### src/rtl/sensor_stream_pkg.sv
// ============================================================================
// Module   : sensor_stream_pkg
// Brief    : Shared state encoding, pattern-select codes and LFSR helper for
//            the sensor stream generator.
// Revision : 1.0 - initial release
// ============================================================================
`timescale 1ns/1ps
`default_nettype none

package sensor_stream_pkg;

    localparam logic [2:0] ST_IDLE   = 3'd0;
    localparam logic [2:0] ST_LEAD   = 3'd1;
    localparam logic [2:0] ST_ACT    = 3'd2;
    localparam logic [2:0] ST_HIDE   = 3'd3;
    localparam logic [2:0] ST_TAIL   = 3'd4;
    localparam logic [2:0] ST_VBLANK = 3'd5;

    typedef enum logic [2:0] {
        IDLE   = ST_IDLE,
        LEAD   = ST_LEAD,
        ACT    = ST_ACT,
        HIDE   = ST_HIDE,
        TAIL   = ST_TAIL,
        VBLANK = ST_VBLANK
    } state_t;

    localparam logic [1:0] PAT_LINE_INC  = 2'b00;
    localparam logic [1:0] PAT_FRAME_INC = 2'b01;
    localparam logic [1:0] PAT_PIX_INC   = 2'b10;
    localparam logic [1:0] PAT_RANDOM    = 2'b11;

    localparam logic [15:0] LFSR_SEED = 16'h0001;

    // Fibonacci LFSR, taps 16,14,13,11 (bits 15,13,12,10), shifting toward the MSB
    function automatic logic [15:0] lfsr16_next(input logic [15:0] s);
        return {s[14:0], s[15] ^ s[13] ^ s[12] ^ s[10]};
    endfunction

endpackage

`default_nettype wire

### src/rtl/sensor_pattern_gen.sv
// ============================================================================
// Module   : sensor_pattern_gen
// Brief    : Registered per-channel test-pattern datapath; zero outside active
//            beats. SENSOR_STREAM_GEN_RANDOM_EN adds per-channel LFSRs.
// Revision : 1.0 - initial release
// ============================================================================
`timescale 1ns/1ps
`default_nettype none

module sensor_pattern_gen
    import sensor_stream_pkg::*;
#(
    parameter int SENSOR_DAT_WIDTH = 10,
    parameter int CHANNEL_NUM      = 4,
    parameter int REG_WD           = 32
) (
    input  logic                                  clk,
    input  logic                                  rst,
    input  logic                                  i_en,
    input  logic [REG_WD-1:0]                     i_line,
    input  logic [REG_WD-1:0]                     i_beat,
    input  logic [15:0]                           i_frame_cnt,
    input  logic [1:0]                            i_pat,
    output logic [SENSOR_DAT_WIDTH*CHANNEL_NUM-1:0] o_pix_data
);

    logic [SENSOR_DAT_WIDTH*CHANNEL_NUM-1:0] w_pix;
    logic [SENSOR_DAT_WIDTH*CHANNEL_NUM-1:0] r_pix;

    for (genvar c = 0; c < CHANNEL_NUM; c++) begin : g_chan
        logic [REG_WD-1:0]           w_idx;
        logic [SENSOR_DAT_WIDTH-1:0] w_val;

        assign w_idx = i_beat * REG_WD'(CHANNEL_NUM) + REG_WD'(c);

`ifdef SENSOR_STREAM_GEN_RANDOM_EN
        logic [15:0] r_lfsr;

        always_ff @(posedge clk) begin
            if (rst) begin
                r_lfsr <= LFSR_SEED;
            end else if (i_en) begin
                r_lfsr <= lfsr16_next(r_lfsr);
            end
        end
`endif

        always_comb begin
            w_val = SENSOR_DAT_WIDTH'(w_idx);
            case (i_pat)
                PAT_LINE_INC:  w_val = SENSOR_DAT_WIDTH'(i_line);
                PAT_FRAME_INC: w_val = SENSOR_DAT_WIDTH'(i_frame_cnt);
`ifdef SENSOR_STREAM_GEN_RANDOM_EN
                PAT_RANDOM:    w_val = SENSOR_DAT_WIDTH'(r_lfsr);
`endif
                // Without the random option, pattern 11 falls back to pixel-increment
                default:       w_val = SENSOR_DAT_WIDTH'(w_idx);
            endcase
        end

        assign w_pix[c*SENSOR_DAT_WIDTH +: SENSOR_DAT_WIDTH] = w_val;
    end

    always_ff @(posedge clk) begin
        if (rst) begin
            r_pix <= '0;
        end else begin
            r_pix <= i_en ? w_pix : '0;
        end
    end

    assign o_pix_data = r_pix;

endmodule

`default_nettype wire

### src/rtl/sensor_stream_gen.sv
// ============================================================================
// Module   : sensor_stream_gen
// Brief    : Camera-sensor style fval/lval/pixel stream generator with latched
//            per-frame timing. Optional macro: SENSOR_STREAM_GEN_RANDOM_EN.
// Revision : 1.0 - initial release
// ============================================================================
`timescale 1ns/1ps
`default_nettype none

module sensor_stream_gen
    import sensor_stream_pkg::*;
#(
    parameter int SENSOR_DAT_WIDTH = 10,
    parameter int CHANNEL_NUM      = 4,
    parameter int REG_WD           = 32,
    parameter int FVAL_LVAL_GAP    = 3
) (
    input  logic                                    clk_sensor_pix,
    input  logic                                    reset_sensor,
    input  logic                                    i_stream_enable,
    input  logic [REG_WD-1:0]                       iv_line_active_pix,
    input  logic [REG_WD-1:0]                       iv_line_hide_pix,
    input  logic [REG_WD-1:0]                       iv_frame_active_line,
    input  logic [REG_WD-1:0]                       iv_frame_hide_line,
    input  logic [1:0]                              iv_pattern_sel,
    output logic                                    o_fval,
    output logic                                    o_lval,
    output logic [SENSOR_DAT_WIDTH*CHANNEL_NUM-1:0] ov_pix_data,
    output logic [15:0]                             ov_frame_cnt
);

    localparam logic [REG_WD-1:0] c_one      = REG_WD'(1);
    localparam logic [REG_WD-1:0] c_gap_last =
        (FVAL_LVAL_GAP > 1) ? REG_WD'(FVAL_LVAL_GAP - 1) : '0;

    state_t            r_state;
    state_t            w_state_nxt;
    logic [REG_WD-1:0] r_cnt;
    logic [REG_WD-1:0] w_cnt_nxt;
    logic [REG_WD-1:0] r_line;
    logic [REG_WD-1:0] w_line_nxt;
    logic [REG_WD-1:0] r_act_pix;
    logic [REG_WD-1:0] r_hide_pix;
    logic [REG_WD-1:0] r_act_line;
    logic [REG_WD-1:0] r_vblank;
    logic [1:0]        r_pat;
    logic              r_fval;
    logic              r_lval;
    logic [15:0]       r_frame_cnt;
    logic              w_enter_lead;
    logic              w_frame_done;
    logic              w_act_nxt;

    function automatic logic [REG_WD-1:0] f_nz(input logic [REG_WD-1:0] v);
        return (v == '0) ? c_one : v;
    endfunction

    always_comb begin
        w_state_nxt = r_state;
        case (r_state)
            IDLE:   if (i_stream_enable) w_state_nxt = LEAD;
            LEAD:   if (r_cnt == c_gap_last) w_state_nxt = ACT;
            ACT:    if (r_cnt == r_act_pix - c_one)
                        w_state_nxt = (r_line == r_act_line - c_one) ? TAIL : HIDE;
            HIDE:   if (r_cnt == r_hide_pix - c_one) w_state_nxt = ACT;
            TAIL:   if (r_cnt == c_gap_last) w_state_nxt = VBLANK;
            VBLANK: if (r_cnt == r_vblank - c_one)
                        w_state_nxt = i_stream_enable ? LEAD : IDLE;
            default: w_state_nxt = IDLE;
        endcase

        w_cnt_nxt = ((w_state_nxt == r_state) && (r_state != IDLE)) ? r_cnt + c_one : '0;

        w_line_nxt = r_line;
        if (w_state_nxt == LEAD) begin
            w_line_nxt = '0;
        end else if ((r_state == HIDE) && (w_state_nxt == ACT)) begin
            w_line_nxt = r_line + c_one;
        end

        w_enter_lead = (w_state_nxt == LEAD) && (r_state != LEAD);
        w_frame_done = (r_state == TAIL) && (w_state_nxt == VBLANK);
        w_act_nxt    = (w_state_nxt == ACT);
    end

    // Outputs are registered from the next state so they line up with it
    always_ff @(posedge clk_sensor_pix) begin
        if (reset_sensor) begin
            r_state     <= IDLE;
            r_cnt       <= '0;
            r_line      <= '0;
            r_act_pix   <= '0;
            r_hide_pix  <= '0;
            r_act_line  <= '0;
            r_vblank    <= '0;
            r_pat       <= PAT_LINE_INC;
            r_fval      <= 1'b0;
            r_lval      <= 1'b0;
            r_frame_cnt <= '0;
        end else begin
            r_state <= w_state_nxt;
            r_cnt   <= w_cnt_nxt;
            r_line  <= w_line_nxt;
            if (w_enter_lead) begin
                r_act_pix  <= f_nz(iv_line_active_pix);
                r_hide_pix <= f_nz(iv_line_hide_pix);
                r_act_line <= f_nz(iv_frame_active_line);
                r_vblank   <= f_nz(iv_frame_hide_line);
                r_pat      <= iv_pattern_sel;
            end
            r_fval <= (w_state_nxt != IDLE) && (w_state_nxt != VBLANK);
            r_lval <= w_act_nxt;
            if (w_frame_done) begin
                r_frame_cnt <= r_frame_cnt + 16'd1;
            end
        end
    end

    sensor_pattern_gen #(
        .SENSOR_DAT_WIDTH (SENSOR_DAT_WIDTH),
        .CHANNEL_NUM      (CHANNEL_NUM),
        .REG_WD           (REG_WD)
    ) u_pattern (
        .clk         (clk_sensor_pix),
        .rst         (reset_sensor),
        .i_en        (w_act_nxt),
        .i_line      (w_line_nxt),
        .i_beat      (w_cnt_nxt),
        .i_frame_cnt (r_frame_cnt),
        .i_pat       (r_pat),
        .o_pix_data  (ov_pix_data)
    );

    assign o_fval       = r_fval;
    assign o_lval       = r_lval;
    assign ov_frame_cnt = r_frame_cnt;

endmodule

`default_nettype wire

### config.mk
export PLATFORM = sky130hd
export DESIGN_NAME = sensor_stream_gen
export DESIGN_NICKNAME = d
export VERILOG_FILES = /design/src/rtl/sensor_stream_pkg.sv /design/src/rtl/sensor_pattern_gen.sv /design/src/rtl/sensor_stream_gen.sv
export SDC_FILE = /design/constraint.sdc
export NUM_CORES = 1
export LEC_CHECK = 0
export ABC_AREA = 1
export CAP_MARGIN = 5
export CORE_ASPECT_RATIO = 0.6
export CORE_MARGIN = 5
export CORE_UTILIZATION = 60
export CTS_CLUSTER_DIAMETER = 120
export DETAILED_ROUTE_END_ITERATION = 8
export PLACE_DENSITY_LB_ADDON = 0.1
export SLEW_MARGIN = 5
export SYNTH_ARGS = -nofsm -noshare
export SYNTH_HDL_FRONTEND = slang
export SYNTH_SLANG_ARGS = --single-unit
### constraint.sdc
create_clock -name clk_sensor_pix -period 4.75 [get_ports clk_sensor_pix]
set_input_delay 0.95 -clock clk_sensor_pix [delete_from_list [all_inputs] [get_ports clk_sensor_pix]]
set_output_delay 0.95 -clock clk_sensor_pix [all_outputs]
set_load 0.02 [all_outputs]
==> flow_summary.json <==
{
  "critical_path_class": "flip-flop to flip-flop",
  "grt_pass1_vias": 15551,
  "hold_start": "r_line[30]",
  "postCtsSetupBuffers": 0,
  "die_height_um": 137,
  "fin_skew_ns": 0.0308,
  "cts_buffers": 23,
  "cts.sinks": 227,
  "reg2reg_from": "r_hide_pix[0]",
  "synth-seq-cells": 227,
  "hold_path_end": "r_line[30]",
  "grt_pass1_wl_mm": 85.4,
  "place_congestion": 1.00,
  "wl_mm": 54.9,
  "setup_viol_count_final": 0,
  "max_slew_margin": 0.250,
  "cts_max_path_buffers": 3,
  "ys_warn_count": 0,
  "grt_max_degree": 93,
  "syn_area_um2": 16200,
  "drive_gt1_frac": 0.0604,
  "synth_seq_area_share": 0.281,
  "worstPathCellList": "inv_2, ha_1, nand3_1, nor2_2, nand2_1, nor2_2, nand2_1, xor2_1, nor2_1, nand2_1, nor2_1, nand3_1, nand3_1, nand4_2, nand3_4, nor2_4, inv_4, buf_4, o21ai_0, a21oi_1",
  "fin_crit_sh": 0.881,
  "endpoint_kind": "flip-flop",
  "hpwl_mm": 43.2,
  "peakVddDrop_mv": 0.251,
  "drc": 0,
  "status": "completed",
  "num_vias": 17367,
  "drt_iter0_drc": 2288,
  "powerDensity_nw_per_um2": 313,
  "leakage_nw": 8.02,
  "slowest_delay_ns": 0.43,
  "cts-root-buf": "clkbuf_16",
  "hold_buffers": 0,
  "n_antenna_cell": 0,
  "initial_core_util": 0.611,
  "io_buffer_count": 190,
  "tightest_slew_ns": 1.13,
  "fmaxAchievable_mhz": 239,
  "first_pass_iters": 6,
  "core_area_um2": 26500,
  "grt_util_all_layers": 0.348,
  "syn_nets": 2686,
  "die_area_um2": 30500,
  "areaGrowthSynthToFinish_pct": 15.5,
  "routedWlPerCell_um": 18.1,
  "worstPathMaxFanout": 47,
  "vias_per_cell": 5.74,
  "ios": 191,
  "clock_latency_ns": 0.55,
  "regToRegSetupSlack_ns": 0.57,
  "rows": 46,
  "hold_path.class": "flip-flop to flip-flop",
  "multi_input_area_um2": 9960,
  "final_common_cell": "nand2_1",
  "holdWs_ns": 0.474,
  "slowest_stage": "buf_4",
  "ys_types": 50,
  "fin_crit_ns": 4.18,
  "arrival_ns": 4.64,
  "finalNetCount": 2793,
  "antenna_found_initial": 0,
  "clkTransAtPathRegs_ns": 0.07,
  "r2r-end": "r_act_line[24]",
  "die_w_um": 222,
  "fillers": 2299,
  "cap_violations": 0,
  "finalHoldViolCount": 0,
  "rr_worst_depth": 20,
  "drtAntennaViolNets": 0,
  "grt_setup_unrepaired": "no",
  "whs_path_depth": 2,
  "grt_overflow": 0,
  "fin_setup_tns_ns": 0,
  "post_cts_resized": 0,
  "ff_latch_area_um2": 4540,
  "start_kind": "flip-flop",
  "required_ns": 5.20,
  "syn_inst": 2545,
  "cts_tree": "built",
  "htree_levels": 1,
  "avgSynthCellArea_um2": 6.36,
  "slew_viol_final": 0,
  "final_cell_mix": "nand2_1 (661), nor2_1 (390), inv_1 (243), dfxtp_1 (227), clkdlybuf4s50_1 (189)"
}
==> layer usage <==
layer,vias to the layer above,track usage,part of all wire
met5,-,0,0
met4,0,0.0541,0.015
met3,73,0.101,0.15
met2,1124,0.474,0.38
met1,7855,0.544,0.46
li1,8315,-,-
==> worst max-delay path by stage <==
stage / depth (start not counted) / slack (ns) / end / startpoint
final: 20 / 0.57 / r_act_line[24] / r_hide_pix[0]
after global routing: 22 / 0.28 / u_pattern.o_pix_data[38] / r_hide_pix[0]
after detailed placement: 20 / 0.76 / r_act_line[24] / r_hide_pix[0]
after CTS: 20 / 0.71 / r_act_line[24] / r_hide_pix[0]
after global placement: 22 / 0.84 / u_pattern.o_pix_data[38] / r_hide_pix[0]
after floorplan: 20 / 1.91 / r_act_line[8] / r_act_pix[0]
==> kinds of logic after synthesis <==
group | Yosys count | synth area share
AO/OA/AOI/OAI | 276 | 0.0928
XOR/XNOR | 217 | 0.121
adder cells (fa/ha/maj) | 8 | 0.00619
buffers and inverters | 378 | 0.104
flip-flops | 227 | 0.281
AND/OR/NAND/NOR | 1439 | 0.395
==> Yosys cell counts, drive strengths merged <==
cell type | count | area (um^2)
nand2 | 681 | 2620
nor2 | 433 | 1820
inv | 255 | 957
dfxtp | 227 | 4540
a21oi | 165 | 893
xor2 | 161 | 1430
nand3 | 136 | 728
o21ai | 93 | 465
buf | 76 | 549
nand4 | 64 | 407
xnor2 | 53 | 464
nor4 | 48 | 300
clkbuf | 43 | 161
nor3 | 42 | 235
nand3b | 16 | 120
o21bai | 11 | 86.3
nor3b | 9 | 87.6
ha | 8 | 100
and2 | 4 | 27.5
clkinv | 4 | 15.0
a221oi | 3 | 26.3
or2 | 3 | 18.8
xnor3 | 3 | 67.6
or4 | 2 | 15.0
a22oi | 1 | 7.51
and3 | 1 | 6.26
o211ai | 1 | 7.51
o21a | 1 | 7.51
o31ai | 1 | 7.51
==> critical path, delay by kind of cell (launching register included) <==
family,cells,cell delay (ns)
XOR/XNOR,1,0.17
flip-flops,1,0.38
adder cells (fa/ha/maj),1,0.19
buffers and inverters,3,0.94
AND/OR/NAND/NOR,13,2.06
AO/OA/AOI/OAI,2,0.32
==> sequential cells by signal, indices dropped and copies added (netlist names) <==
signal	cells
r_cnt	32
r_line	32
ov_frame_cnt	16
r_act_line	32
r_vblank	32
u_pattern.o_pix_data	12
r_pat	2
o_fval	1
r_act_pix	32
o_lval	1
r_hide_pix	32
r_state	3
==> area by class of cell <==
| cell class | count | area share |
|---|---|---|
| multi-input combinational | 1940 | 0.533 |
| sequential | 227 | 0.243 |
| timing repair buffer | 201 | 0.107 |
| inverter | 259 | 0.0521 |
| clock buffer | 30 | 0.0338 |
| tap | 360 | 0.0241 |
| clock inverter | 9 | 0.00709 |
==> power breakdown <==
group	leakage, nW	internal, mW	switching (mW)
Sequential	1.85	2.02	0.174
Clock	0.369	1.10	0.812
Combinational	5.80	0.630	1.12
Total	8.02	3.75	2.11
==> per-stage QoR <==
step | setup WS [ns] | util | cell area [um^2] | instances | power, mW
2_1_floorplan | 1.91 | - | 16200 | 2545 | 3.44
3_3_place_gp | 0.836 | 0.677 | 17900 | 2987 | 3.88
3_5_place_dp | 0.755 | 0.677 | 17900 | 2987 | 3.92
4_1_cts | 0.714 | 0.706 | 18700 | 3026 | 5.80
5_1_grt | 0.275 | 0.706 | 18700 | 3026 | 6.13
6_report | 0.565 | 0.706 | 18700 | 3026 | 5.85
(Power assumes the default switching activity.)
==> edit, RTL diff (same flow settings) <==
Add a define of `SENSOR_STREAM_GEN_RANDOM_EN`.
--- a/src/rtl/sensor_pattern_gen.sv
+++ b/src/rtl/sensor_pattern_gen.sv
@@ -8,2 +8,4 @@
 `default_nettype none
+
+`define SENSOR_STREAM_GEN_RANDOM_EN
 
Formal check against the unedited RTL: not equivalent (a bounded check fails within 10 cycles, from zero or initial values and one cycle with reset_sensor high).
==> edit against the unedited design <==
Routed wire length grew 13%; synthesized area grew 20%; via count grew 14%; sequential share of layout area grew 4.2 points; total power grew 25%; combinational power shrank 8%; design area grew 20%; sequential cell count grew 92; worst setup slack gained 0.011 ns; critical path type unchanged; critical endpoint is now r_act_line[0]; largest cell class unchanged; highest routed layer unchanged.
==> edit: results (changes against the unedited design) <==
Skew-Pair Late Insertion Delay - 0.61 ns (+0.06 ns)
hpwl dp - 47400 microns (+9.8%)
Worst EP arrival - 4.67 ns (+0.03 ns)
r2r endpoint - r_act_line[0]
xor/xnor share of the synthesized area - 8.76% (-3.4 points)
Synth Area in Adders - 0.516% (-0.10 points)
global-route wire length before repair - 98900 microns (+16%)
1st-pass router iterations - 5 (-1)
r2r worst-path depth - 21 (+5.0%)
crit-path max cell delay - 0.57 ns (+0.14 ns)
vias in the first global route - 18400 (+18%)
Leakage - 9.42 nW (+17%)
Worst Skew - 0.0417 ns (+0.0109 ns)
Avg WL per Cell - 17.5 microns (-3.6%)
largest net degree at the start of global routing - 83 (-11%)
Synthesized Nets - 3105 (+16%)
WHS - 0.465 ns (-0.00857 ns)
library cells used by synthesis - 49 (-2.0%)
vias post-DR - 19900 (+14%)
status - finished clean
met2 Usage GRT - 46.0% (-1.4 points)
Area contributors post-synth - dfxtp_1, nand2_1, nor2_1
sequential-to-total area share from yosys stat - 32.9% (+4.8 points)
Reg-to-Reg Start - r_vblank[0]
Setup Slack @ Placement - 0.730 ns (-0.0255 ns)
overall routing resource usage - 33.3% (-1.4 points)
met1 usage - 51.6% (-2.8 points)
DP Area - 0.0213 sq mm (+19%)
share of cells above drive strength 1 - 8.39% (+2.4 points)
routability cong. - 0.995 (-0.90%)
initial drt markers - 2170 (-5.2%)
TritonCTS Buffers - 30 (+30%)
nets@finish - 3228 (+16%)
hold worst-path end - r_line[31]
met3 usage - 8.43% (-1.7 points)
Crit Path Max Fanout - 62 (+32%)
Slew @ Worst Pin - 1.09 ns (-0.0340 ns)
Worst VDD drop - 308 uV (+23%)
Commonest cells post-synth - nand2_1, nor2_1, dfxtp_1
Compound-Gate Fraction of Synth Area - 11.8% (+2.5 points)
[edit: cell types whose count changed after synthesis, sizes merged, moves of 18 or more]
| cell | delta |
|---|---|
| dfxtp | +92 |
| buf | -19 |
| nor3 | +18 |
| a21oi | +43 |
| nor2 | +27 |
| nand2 | +227 |
| o21ai | +40 |
| o21bai | +23 |
| nand4 | -25 |
| nand3 | -20 |
[edit: final cells by class]
cell class / instances / area (sq um)
Multi-Input combinational cell: 2262 / 11300
Fill cell: 2777 / 9740
Sequential cell: 319 / 6390
Timing Repair Buffer: 204 / 2010
Inverter: 270 / 1020
Clock buffer: 36 / 813
Tap cell: 424 / 531
Clock inverter: 20 / 332
[edit: how the worst max path moves through the flow]
stage / endpoint / slack [ns] / depth (start not counted)
CTS: r_act_line[0] / 0.66 / 20
global placement: r_line[25] / 0.84 / 17
floorplan: r_act_line[2] / 1.89 / 22
global route: u_pattern.o_pix_data[30] / 0.33 / 21
finish: r_act_line[0] / 0.58 / 21
detailed placement: u_pattern.o_pix_data[18] / 0.73 / 20
[edit: critical path, delay by kind of cell, from the launching register on]
kind | cells | cell delay [ns]
buffers and inverters | 3 | 0.78
DFF | 1 | 0.33
adders and majority gates | 1 | 0.25
and+or+nand+nor | 15 | 2.29
AOI/OAI and AO/OA | 2 | 0.40
[edit: layer usage]
| layer | routed length [microns] | up-vias |
|---|---|---|
| met4 | 1370 | 0 |
| met1 | 29000 | 9069 |
| li1 | - | 9655 |
| met2 | 23700 | 1036 |
| met3 | 7630 | 98 |
| met5 | 0 | - |
[edit: cells by family (layout without fill, tap and decap cells)]
group / Yosys count / after routing
AND/OR/NAND/NOR: 1672 / 1672
AO/OA/AOI/OAI: 388 / 388
buffers and inverters: 383 / 530
flip-flops: 319 / 319
XOR/XNOR: 194 / 194
adder cells (fa/ha/maj): 8 / 8
[edit: stage by stage]
stage	util, %	cells
global route	69.7	3535
global placement	66.1	3479
detailed placement	66.1	3479
finish	69.7	3535
floorplan	-	2964
CTS	69.7	3535
[edit: report_power, final]
part | internal (W) | switching [W] | total, W | leakage [nW]
Combinational | 0.000568 | 0.00104 | 0.00161 | 6.30
Clock | 0.00162 | 0.00114 | 0.00276 | 0.535
Sequential | 0.00277 | 0.000153 | 0.00292 | 2.59
